[src/rtl/xga_sync_gen.sv]
// rtl/xga_sync_gen.sv - XGA display timing generator (sync pulses, display enable, coordinates)
module xga_sync_gen #(
  parameter int HACT = 1024,
  parameter int HFP  = 24,
  parameter int HSW  = 136,
  parameter int HBP  = 160,
  parameter int VACT = 768,
  parameter int VFP  = 3,
  parameter int VSW  = 6,
  parameter int VBP  = 29
) (
  input  logic        ACLK,
  input  logic        ARST,
  input  logic        DISP_ON,
  output logic        XGA_HS,
  output logic        XGA_VS,
  output logic        DISP_EN,
  output logic [10:0] HCNT,
  output logic [9:0]  VCNT,
  output logic        FRAME_START,
  output logic        LINE_REQ
);

  localparam int HTOTAL = HACT + HFP + HSW + HBP;
  localparam int VTOTAL = VACT + VFP + VSW + VBP;

  // Counter widths are fixed; reject timings that would overflow them.
  generate
    if (HTOTAL > 2048 || VTOTAL > 1024) begin : g_bad_timing
      $error("xga_sync_gen: HTOTAL must be <= 2048 and VTOTAL <= 1024");
    end
  endgenerate

  localparam logic [10:0] H_LAST     = 11'(HTOTAL - 1);
  localparam logic [10:0] H_ACT      = 11'(HACT);
  localparam logic [10:0] H_SYNC_BEG = 11'(HACT + HFP);
  localparam logic [10:0] H_SYNC_END = 11'(HACT + HFP + HSW);
  localparam logic [9:0]  V_LAST     = 10'(VTOTAL - 1);
  localparam logic [9:0]  V_ACT      = 10'(VACT);
  localparam logic [9:0]  V_ACT_LAST = 10'(VACT - 1);
  localparam logic [9:0]  V_SYNC_BEG = 10'(VACT + VFP);
  localparam logic [9:0]  V_SYNC_END = 10'(VACT + VFP + VSW);

  typedef enum logic {S_IDLE, S_RUN} state_t;

  state_t      state;
  logic [10:0] h;
  logic [9:0]  v;

  logic run;
  logic en_d;
  logic hs_d;
  logic vs_d;
  logic fs_d;
  logic lr_d;

  // Run/stop control and pixel/line counters; stopping is only honoured at frame end.
  always_ff @(posedge ACLK) begin
    if (ARST) begin
      state <= S_IDLE;
      h     <= '0;
      v     <= '0;
    end else begin
      case (state)
        S_IDLE: begin
          h <= '0;
          v <= '0;
          if (DISP_ON) state <= S_RUN;
        end
        S_RUN: begin
          if (h == H_LAST) begin
            h <= '0;
            if (v == V_LAST) begin
              v <= '0;
              if (!DISP_ON) state <= S_IDLE;
            end else begin
              v <= v + 10'd1;
            end
          end else begin
            h <= h + 11'd1;
          end
        end
        default: begin
          state <= S_IDLE;
          h     <= '0;
          v     <= '0;
        end
      endcase
    end
  end

  assign run  = (state == S_RUN);
  assign en_d = run && (h < H_ACT) && (v < V_ACT);
  assign hs_d = !(run && (h >= H_SYNC_BEG) && (h < H_SYNC_END));
  assign vs_d = !(run && (v >= V_SYNC_BEG) && (v < V_SYNC_END));
  assign fs_d = run && (h == 11'd0) && (v == 10'd0);
  // Prefetch fires during the sync region of the line before each active line,
  // including the last blanking line ahead of line 0.
  assign lr_d = run && (h == H_SYNC_BEG) && ((v < V_ACT_LAST) || (v == V_LAST));

  // Register all decodes and coordinates from the same (h, v) so outputs stay aligned.
  always_ff @(posedge ACLK) begin
    if (ARST) begin
      XGA_HS      <= 1'b1;
      XGA_VS      <= 1'b1;
      DISP_EN     <= 1'b0;
      HCNT        <= '0;
      VCNT        <= '0;
      FRAME_START <= 1'b0;
      LINE_REQ    <= 1'b0;
    end else begin
      XGA_HS      <= hs_d;
      XGA_VS      <= vs_d;
      DISP_EN     <= en_d;
      HCNT        <= h;
      VCNT        <= v;
      FRAME_START <= fs_d;
      LINE_REQ    <= lr_d;
    end
  end

endmodule

[config.mk]
export PLATFORM = sky130hd
export DESIGN_NAME = xga_sync_gen
export DESIGN_NICKNAME = d
export VERILOG_FILES = /design/src/rtl/xga_sync_gen.sv
export SDC_FILE = /design/constraint.sdc
export NUM_CORES = 1
export LEC_CHECK = 0
export BUFFER_PORTS_ARGS = -buffer_cell sky130_fd_sc_hd__buf_2
export CAP_MARGIN = 40
export CORE_MARGIN = 3
export CORE_UTILIZATION = 55
export CTS_CLUSTER_SIZE = 20
export DETAILED_ROUTE_END_ITERATION = 7
export PLACE_DENSITY = 0.76
export SLEW_MARGIN = 20
export SYNTH_ARGS = -nofsm -noshare
export SYNTH_HDL_FRONTEND = slang
export SYNTH_SLANG_ARGS = --single-unit
[constraint.sdc]
create_clock -name ACLK -period 3.3 [get_ports ACLK]
set_clock_uncertainty 0.1 [all_clocks]
set_input_delay 0.165 -clock ACLK [delete_from_list [all_inputs] [get_ports ACLK]]
set_output_delay 0.165 -clock ACLK [all_outputs]
set_load 0.005 [all_outputs]
* Yosys cells after proc, flatten, opt, wreduce, memory -nomap -nowiden
Index checks and enable logic that the tools add are counted.
** Word-level totals
- Flip-flop bits (word level) :: 48
- Input port bits :: 3
- Logic and storage cells :: 48
- Output and inout port bits :: 26
** Operators by class
- Mux-type cells :: 9
- Reductions and logical operators :: 15
- Bitwise logic cells :: 1
- $add $sub $neg :: 2
- $lt $le $gt $ge :: 7
- Equality and inequality tests :: 4
** Operators by type and width (count)
- $lt 10x10->1 const B :: 3
- $eq 11x11->1 const B :: 2
- $lt 11x11->1 const B :: 2
- $pmux 11 s2 :: 1
- $mux 10 :: 2
- $pmux 10 s2 :: 1
- $add 11x1->11 const B :: 1
- $ge 11x11->1 const B :: 1
- $logic_not 11->1 :: 1
- $mux 11 :: 1
- $add 10x1->10 const B :: 1
- $eq 10x10->1 const B :: 1
- $ge 10x10->1 const B :: 1
- $logic_and 1x1->1 :: 10
- $logic_not 10->1 :: 1
- $mux 1 :: 3
- $logic_not 1->1 :: 2
- $ne 2x1->1 const B :: 1
- $pmux 1 s2 :: 1
- $logic_or 1x1->1 :: 1
- $not 1->1 :: 1

* Logic depth before layout (Yosys ltp)
Gate-level depths: netlist (run 1).
- Depth after elaboration :: 4
- Gate-level depth with buffers :: 7
- Gate-level depth less buffers :: 6

* Least setup slack after synthesis (run 1)
Ideal clock, no wire load.
- Kind :: flip-flop to flip-flop
- From :: reg h[0]
- To :: reg v[6]
- Stages on the path, launching flop included :: 7
- Data required time :: 3.130 ns
- Path buffers :: 1
- Slack :: 1.429 ns
- Arrival time :: 1.701 ns
- Period minus slack after synthesis :: 1.871 ns
- Cell sequence :: dfxtp_1 ha_1 clkbuf_1 nand3_1 o31a_1 or3_1 a21oi_1
** Between the ends
- Cells in the longest elaborated chain, start to end :: 2
** RTL lines
- start, declared :: RTL line 47 : logic [10:0] h;
- start signal, assigned :: RTL line 80 : h <= h + 11'd1;
- $eq 11x11->1 :: RTL line 71 : if (h == H_LAST) begin
- $ne 2x1->1 (no line)
- end signal, assigned :: RTL line 77 : v <= v + 10'd1;
- end, declared :: RTL line 48 : logic [9:0] v;
No other way between the ends.
A chain may end at the register's enable or synchronous reset.

* Final worst setup path (run 1)
Ends and elaborated chain as after synthesis.

==> metrics.txt, run 1 <==
status=completed; max-cap violation count=0; Mean Syn Cell Area=9.31 µm²; Sink Count=48; Die Width=65.3 µm; vias in the first global route=1512; die area=4270 µm²; Antenna Cells=0; crit share post-route=63.0%; sequential area share after synthesis=49.6%; Rel. slew slack=49.9%; post-synthesis cell area=1940 µm²; area delta synth->final=12.9%; wire per inst=14.4 µm; Filler cells=270; Switch Pwr=0.000189 W; flops & latches, synth=48; final slew viol count=0; Max clock buf depth=2; initial antenna violation count=0; syn_nets=217; Final min period=a little over 2 ns; final WL=3970 µm; YS warnings=0; crit-path cells=ha_1 > nand3_1 > o31a_1 > or3_1 > a21oi_1; initial core utilization=60.4%; GPL Wtd Cong=between 0.9 and 1; Final nets=roughly 240; crit path kind=register to register; Num CTS Buffers=5; clock root buffer=clkbuf_4; total power=slightly above 0.001 W; Worst Path Arrival=2.26 ns; worst hold path class=input pin to register; Clk pwr share=39.6%; most frequent cells after synthesis=dfxtp_1, nor2_1, nor2b_1; clk_lat worst skew=0.36 ns; crit start category=register; Peak Freq=481 MHz; IO Pins=29; synth top area cells=dfxtp_1, nor2b_1, ha_1, nor2_1, xor2_1; Worst Max-Slew Pin Slew=0.750 ns; largest net degree at the start of global routing=25; Pint=0.000823 W; num rows=20; Critical Path RT=3.48 ns; final hold violation count=0; grt total ovfl=0; switch share=18.6%; HPWL after DPL=approximately 2700 µm; Flop pwr share=57.9%; Post-Synthesis Cells=208; PwrDens=463 nW/µm²; core area=3200 µm²; Critical Path End Type=register; Worst path top cell family by delay=simple AND/OR/NAND/NOR gates; leakage=0.914 nW; most common cell in the netlist=dfxtp_1; Comb power frac=2.4%; RSZ-0062 raised after global routing=false; first-pass GRT wire length=6810 µm; area leader, netlist=dfxtp_1; crit path max-delay cell type=dfxtp_1; slowest stage delay, CP=~0.44 ns; I/O Buffers=28; worst vdd ir=slightly above 0.0003 V; CTS tree=yes; Netlist cell types=34; Via Count=1572; clk slew on worst S/H paths=0.12 ns; Primary FF master, synth=dfxtp_1; ANT nets after route=0; share of layout cells above drive strength 1=15.9%; fin util=around two thirds; worst-path maximum fanout=9; H-tree depth=2; drt drc=0; Avg Vias per Cell=5.70; die height=65.3 µm; drt first pass iters=4; postcts setup bufs=0; EDFF count, synth=0; final setup fails=0; ys async rst share=0%; total track usage=20.6%; setup TNS=0 ns; buffers and inverters on the worst path=0; DR iter-0 viols=83; Synth top area share=49.6%
[sequential cells by signal, indices dropped and copies added, names as in the netlist, 10 cells and up]
| name | cells |
|---|---|
| HCNT | 11 |
| v | 10 |
| VCNT | 10 |
| h | 11 |
[timing repair]
action,4_1_cts,5_1_grt
endpoints found under the hold margin,1,0
gates resized for setup,0,0
hold buffers,1,0
setup endpoints to repair,0,0
[worst register-to-register path, stage by stage (launching register included)]
cell     delay (ns)
dfxtp_1        0.44
ha_1           0.35
nand3_1        0.18
o31a_1         0.39
or3_1          0.38
a21oi_1        0.17
[per-stage QoR]
| stage | hold WS, ns | setup slack (ns) | std cells | cell area, µm² |
|---|---|---|---|---|
| after floorplan | 0.143 | 1.43 | 208 | 1940 |
| after global placement | 0.305 | 1.40 | 268 | 2080 |
| after CTS | 0.0915 | 1.25 | 276 | 2190 |
| final | 0.103 | 1.22 | 276 | 2190 |
| after detailed placement | 0.308 | 1.28 | 268 | 2080 |
| after global routing | 0.105 | 1.06 | 276 | 2190 |
[per-layer routing]
layer	vias up	part of all wire (%)	track usage [%]
met3	9	6.7	5.64
met2	56	45	31.5
met4	0	1.8	9.59
met5	-	0	0
met1	728	47	26.9
li1	779	-	-
[path summary, 6_finish.rpt]
check / start / slack (ns) / end / cells after the start
max: h[0] / 1.22 / v[6] / 5
min: ARST / 0.10 / HCNT[0] / 2
max reg2reg: h[0] / 1.22 / v[6] / 5
min reg2reg: h[0] / 0.41 / h[0] / 1
[area by class of cell]
cell class | instances | area [µm²] | area share [%]
Tap cell | 44 | 55.1 | 2.52
Inverter | 6 | 22.5 | 1.03
Timing Repair Buffer | 29 | 150 | 6.87
Clock buffer | 5 | 37.5 | 1.72
Clock inverter | 2 | 60.1 | 2.75
Multi-Input combinational cell | 142 | 900 | 41.2
Sequential cell | 48 | 961 | 44.0
[cell usage in the layout, fill, tap and decap left out, types with 3 or more instances in the layout]
master	count
or3_1	6
dfxtp_1	48
a41oi_1	3
a31oi_1	4
a21oi_1	6
inv_1	6
and4_1	6
buf_2	28
ha_1	6
clkbuf_4	5
o21ai_0	8
or4_1	3
nor2b_1	18
nand2_1	12
nor2_1	18
nand3_1	7
nand4_1	9
nor3_1	3
xor2_1	7
nand2b_1	4
and3_1	5
[logic make-up (layout without fill, tap and decap cells)]
| family | Yosys count | in the layout | share of synthesized area [%] |
|---|---|---|---|
| buffers and inverters | 18 | 42 | 3.88 |
| and+or+nand+nor | 97 | 97 | 28.4 |
| adders and majority gates | 6 | 6 | 3.88 |
| AOI/OAI and AO/OA | 30 | 30 | 10.1 |
| DFF | 48 | 48 | 49.6 |
| xor gates and xnor gates | 9 | 9 | 4.07 |
[power groups by stage]
stage | Sequential (W) | Clock [W] | Combinational (W)
floorplan | 0.000598 | 0 | 0.0000147
global route | 0.000587 | 0.000440 | 0.0000278
global placement | 0.000598 | 0 | 0.0000232
finish | 0.000586 | 0.000401 | 0.0000247
CTS | 0.000586 | 0.000411 | 0.0000245
detailed placement | 0.000599 | 0 | 0.0000236
(Power assumes the default switching activity.)
==> run 2: changes to the inputs <==
- CORE_UTILIZATION: 55 -> 50
- PLACE_DENSITY: 0.76 -> 0.73
- clock period: 3.3 -> 1.69 ns (I/O delays scaled with it)
==> metrics.txt, run 2 (same netlist as run 1, synthesis figures left out) <==
switch share=22.5% (+3.9 points); Worst Max-Slew Pin Slew=0.366 ns (-0.383 ns); vias in the first global route=1680 (+11%); final setup fails=2 (+2); wire per inst=15.5 µm (+8.0%); RSZ-0062 raised after global routing=true; I/O Buffers=28 (unchanged); Final nets=282 (+17%); clock root buffer=clkbuf_8; Die Width=68.2 µm (+4.4%); clk_lat worst skew=0.30 ns (-0.06 ns); Filler cells=256 (-5.2%); DR iter-0 viols=138 (+66%); leakage=1.13 nW (+24%); area delta synth->final=37.0%; final WL=4960 µm (+25%); Critical Path RT=1.80 ns (-1.68 ns); crit share post-route=101% (+38 points); Pint=0.00150 W (+82%); Via Count=1817 (+16%); worst hold path class=register to register; violations in the final reports=setup timing; worst-path maximum fanout=6 (-3); flop-to-flop setup slack=-0.02 ns (-1.24 ns); hold path startpoint=h[0]; initial core utilization=55.0% (-5.5 points); Flop pwr share=59.2% (+1.3 points); Antenna Cells=0 (unchanged); crit path kind=register to register; Largest regs=HCNT x11, h x11; Num CTS Buffers=5 (unchanged); Setup WS post-layout=-0.0214 ns (-1.24 ns); H-tree depth=2 (unchanged); largest net degree at the start of global routing=20 (-20%); Max clock buf depth=2 (unchanged); PwrDens=729 nW/µm² (+57%); hold depth=1 (-1); Switch Pwr=0.000435 W (+130%); crit path from=v[1]; Worst Hold Path EP=h[0]; total track usage=23.2% (+2.6 points); clk slew on worst S/H paths=0.09 ns (-0.03 ns); drt drc=0 (unchanged); HPWL after DPL=3330 µm (+22%); core area=3520 µm² (+9.9%); drt first pass iters=5 (+1); hold_ws=0.378 ns (+0.275 ns); CTS tree=yes; Comb power frac=3.4% (+1.0 points); final hold violation count=0 (unchanged); Final min period=1.71 ns (-0.367 ns); Peak Freq=584 MHz (+21%); Critical Path End Type=register; R2R Path End=v[7]; Worst Path Arrival=1.82 ns (-0.44 ns); final slew viol count=0 (unchanged); initial antenna violation count=0 (unchanged); grt total ovfl=0 (unchanged); first-pass GRT wire length=7910 µm (+16%); crit start category=register; Avg Vias per Cell=5.68 (-0.31%); max-cap violation count=0 (unchanged); die area=4650 µm² (+9.1%); num rows=21 (+5.0%); commonest cells after routing, fill and taps aside=dfxtp_1, buf_4, buf_2; share of layout cells above drive strength 1=37.6% (+22 points); die height=68.2 µm (+4.4%); cells on worst reg2reg path=6 (+1); Worst R2R Start=v[1]; status=complete, but fails checks; Clk pwr share=37.4% (-2.2 points); Sink Count=48 (unchanged); commonest non-fill, non-tap cell in the layout=dfxtp_1; Rel. slew slack=75.5% (+26 points); worst vdd ir=0.000564 V (+85%); fin util=75.3% (+7.1 points); ANT nets after route=0 (unchanged); IO Pins=29 (unchanged); GPL Wtd Cong=0.902 (+0.21%)
## run 2: changes by cell type in the layout (fill, tap and decap cells not counted), moves of 4 or more
cell	previous run	this run
clkbuf_4	5	0
buf_4	0	38
dfxtp_2	0	4
o21ai_0	8	4
or3_1	6	2
or3_4	0	4
clkbuf_8	0	6
dfxtp_1	48	42
## run 2: power groups by stage
stage	Sequential, W	Combinational [W]	Clock, W
after global placement	0.00117	0.0000536	0
final	0.00114	0.0000665	0.000722
after global routing	0.00114	0.0000738	0.000781
after CTS	0.00114	0.0000601	0.000727
after detailed placement	0.00117	0.0000544	0
after floorplan	0.00117	0.0000304	0
## run 2: cell type report
cell class	count	area [µm²]	area share, %
Inverter	6	22.5	0.849
Sequential cell	48	973	36.7
Clock inverter	2	13.8	0.519
Tap cell	46	57.6	2.17
Multi-Input combinational cell	143	1040	39.4
Timing Repair Buffer	69	457	17.2
Clock buffer	6	82.6	3.11
## run 2: how the worst max path moves through the flow
stage,to,cells after the start
floorplan,v[7],5
global placement,v[7],6
detailed placement,LINE_REQ,5
CTS,v[6],4
global route,v[6],4
finish,v[7],6
## run 2: routing by layer
| metal | wire [µm] | part of all wire (%) | track usage [%] | up-vias |
|---|---|---|---|---|
| li1 | - | - | - | 864 |
| met1 | 2010 | 40 | 28.6 | 866 |
| met2 | 2440 | 49 | 39.0 | 77 |
| met3 | 424 | 8.5 | 4.93 | 10 |
| met4 | 91 | 1.8 | 9.93 | 0 |
| met5 | 0 | 0 | 0 | - |
## run 2: critical path, stage by stage (launching register included)
cell,delay (ns)
dfxtp_2,0.33
inv_2,0.05
ha_2,0.16
nand4b_1,0.18
or3_4,0.40
o21ai_4,0.21
o21ba_4,0.18
## run 2: metrics by stage
step | worst slack, ns | setup TNS, ns | cell area (µm²) | power (W) | std cells
after floorplan | -0.0392 | -0.0520 | 2000 | 0.00120 | 208
after global placement | -0.0132 | -0.0132 | 2380 | 0.00122 | 304
after detailed placement | -0.114 | -0.340 | 2380 | 0.00122 | 304
after CTS | -0.0624 | -0.145 | 2540 | 0.00193 | 316
after global routing | -0.0720 | -0.297 | 2650 | 0.00200 | 320
final | -0.0214 | -0.0412 | 2650 | 0.00193 | 320
## run 2: repair_timing
item	in CTS	in global routing
gates resized for setup	8	20
buffers inserted	1	4
endpoints found under the hold margin	3	0
hold buffers	2	0
pin swaps	4	8
cloned	1	0
endpoints found under the setup margin	9	23
==> run 3: changes to the inputs <==
- CORE_MARGIN: 3 -> 8
==> metrics.txt, run 3 (same netlist as run 1, synthesis figures left out) <==
clk_lat worst skew=0.31 ns (about the same); grt total ovfl=0 (unchanged); Antenna Cells=0 (unchanged); Sink Count=48 (unchanged); final setup fails=5 (+3); initial core utilization=52.5% (-2.5 points); Critical Path RT=1.83 ns (+0.03 ns); Peak Freq=568 MHz (-2.8%); max-cap violation count=0 (unchanged); commonest non-fill, non-tap cell in the layout=buf_4; largest net degree at the start of global routing=16 (-20%); core area=3690 µm² (+4.8%); drt first pass iters=4 (-1); HPWL after DPL=3390 µm (+1.8%); worst vdd ir=0.000517 V (-8.3%); PwrDens=761 nW/µm² (+4.4%); IO Pins=29 (unchanged); Filler cells=283 (+11%); leakage=1.15 nW (+1.6%); violations in the final reports=setup timing; drt drc=0 (unchanged); crit start category=register; die height=78.2 µm (+15%); clock root buffer=clkbuf_8; wire per inst=15.5 µm (-0.15%); Num CTS Buffers=5 (unchanged); worst hold path class=input pin to register; num rows=22 (+4.8%); hold_ws=0.0429 ns (-0.335 ns); Worst Path Arrival=1.90 ns (+0.08 ns); total track usage=15.8% (-7.4 points); Max clock buf depth=2 (unchanged); setup TNS=-0.224 ns (-0.183 ns); H-tree depth=2 (unchanged); first-pass GRT wire length=7740 µm (-2.2%); Critical Path End Type=register; Setup WS post-layout=-0.0703 ns (-0.0489 ns); worst-path maximum fanout=5 (-1); clk slew on worst S/H paths=0.09 ns (about the same); initial antenna violation count=0 (unchanged); Final nets=285 (+1.1%); CTS tree=yes; total power=0.00203 W (+5.1%); GPL Wtd Cong=0.888 (-1.5%); crit share post-route=104% (+2.9 points); RSZ-0062 raised after global routing=true; die area=6120 µm² (+31%); Rel. slew slack=73.0% (-2.5 points); Die Width=78.2 µm (+15%); crit path kind=register to register; Final min period=1.76 ns (+0.0489 ns); I/O Buffers=28 (unchanged); Via Count=1791 (-1.4%); area delta synth->final=37.9%; Worst Max-Slew Pin Slew=0.395 ns (+0.0289 ns); final WL=5030 µm (+1.4%); status=complete, but fails checks; Avg Vias per Cell=5.51 (-2.9%); DR iter-0 viols=153 (+11%); final hold violation count=0 (unchanged); fin util=72.4% (-2.9 points); commonest cells after routing, fill and taps aside=buf_4, dfxtp_1, buf_2; share of layout cells above drive strength 1=38.3% (+0.68 points); final slew viol count=0 (unchanged); ANT nets after route=0 (unchanged); vias in the first global route=1611 (-4.1%); Largest regs=HCNT x11, h x11
run 3: power breakdown:
part,switching [W],internal (W),leakage [nW]
registers,0.00000510,0.00114,0.391
clock network,0.000388,0.000424,0.0596
logic,0.0000418,0.0000350,0.699
run 3: worst paths after layout:
kind | to | slack (ns) | cells past startpoint | startpoint
worst max register to register | v[3] | -0.07 | 4 | h[6]
worst min register to register | h[0] | 0.37 | 1 | h[0]
worst max-delay path | v[3] | -0.07 | 4 | h[6]
worst min-delay path | VCNT[6] | 0.04 | 3 | ARST
run 3: repair_timing:
item | CTS | global route
cloned | 0 | 1
setup endpoints to repair | 9 | 21
gates resized for setup | 2 | 19
hold buffers | 1 | 0
pin swaps | 2 | 8
hold endpoints to repair | 1 | 0
setup buffers | 0 | 3
run 3: layer usage:
metal / up-vias / track usage [%] / share of wire (%)
li1: 878 / - / -
met1: 839 / 19.3 / 44
met2: 64 / 24.4 / 47
met3: 10 / 4.78 / 7.0
met4: 0 / 8.70 / 2.3
met5: - / 0 / 0
run 3: cell type report:
class | instances | area [µm²] | share of cell area (%)
Sequential cell | 48 | 972 | 36.4
Clock buffer | 7 | 108 | 4.03
Multi-Input combinational cell | 143 | 1020 | 38.3
Timing Repair Buffer | 72 | 477 | 17.9
Tap cell | 48 | 60.1 | 2.25
Inverter | 6 | 22.5 | 0.844
Clock inverter | 1 | 8.76 | 0.328
run 3: metrics by stage:
step / worst slack (ns) / cell area [µm²] / cells
final: -0.0703 / 2670 / 325
after global routing: -0.111 / 2670 / 325
after CTS: -0.0263 / 2570 / 321
after detailed placement: -0.0975 / 2430 / 312
after global placement: -0.0702 / 2430 / 312
after floorplan: -0.0392 / 2000 / 208
run 3: critical path, stage by stage (launching register included):
cell	delay, ns
dfxtp_1	0.32
or3_4	0.40
o31a_1	0.38
or3_1	0.36
a21oi_2	0.15
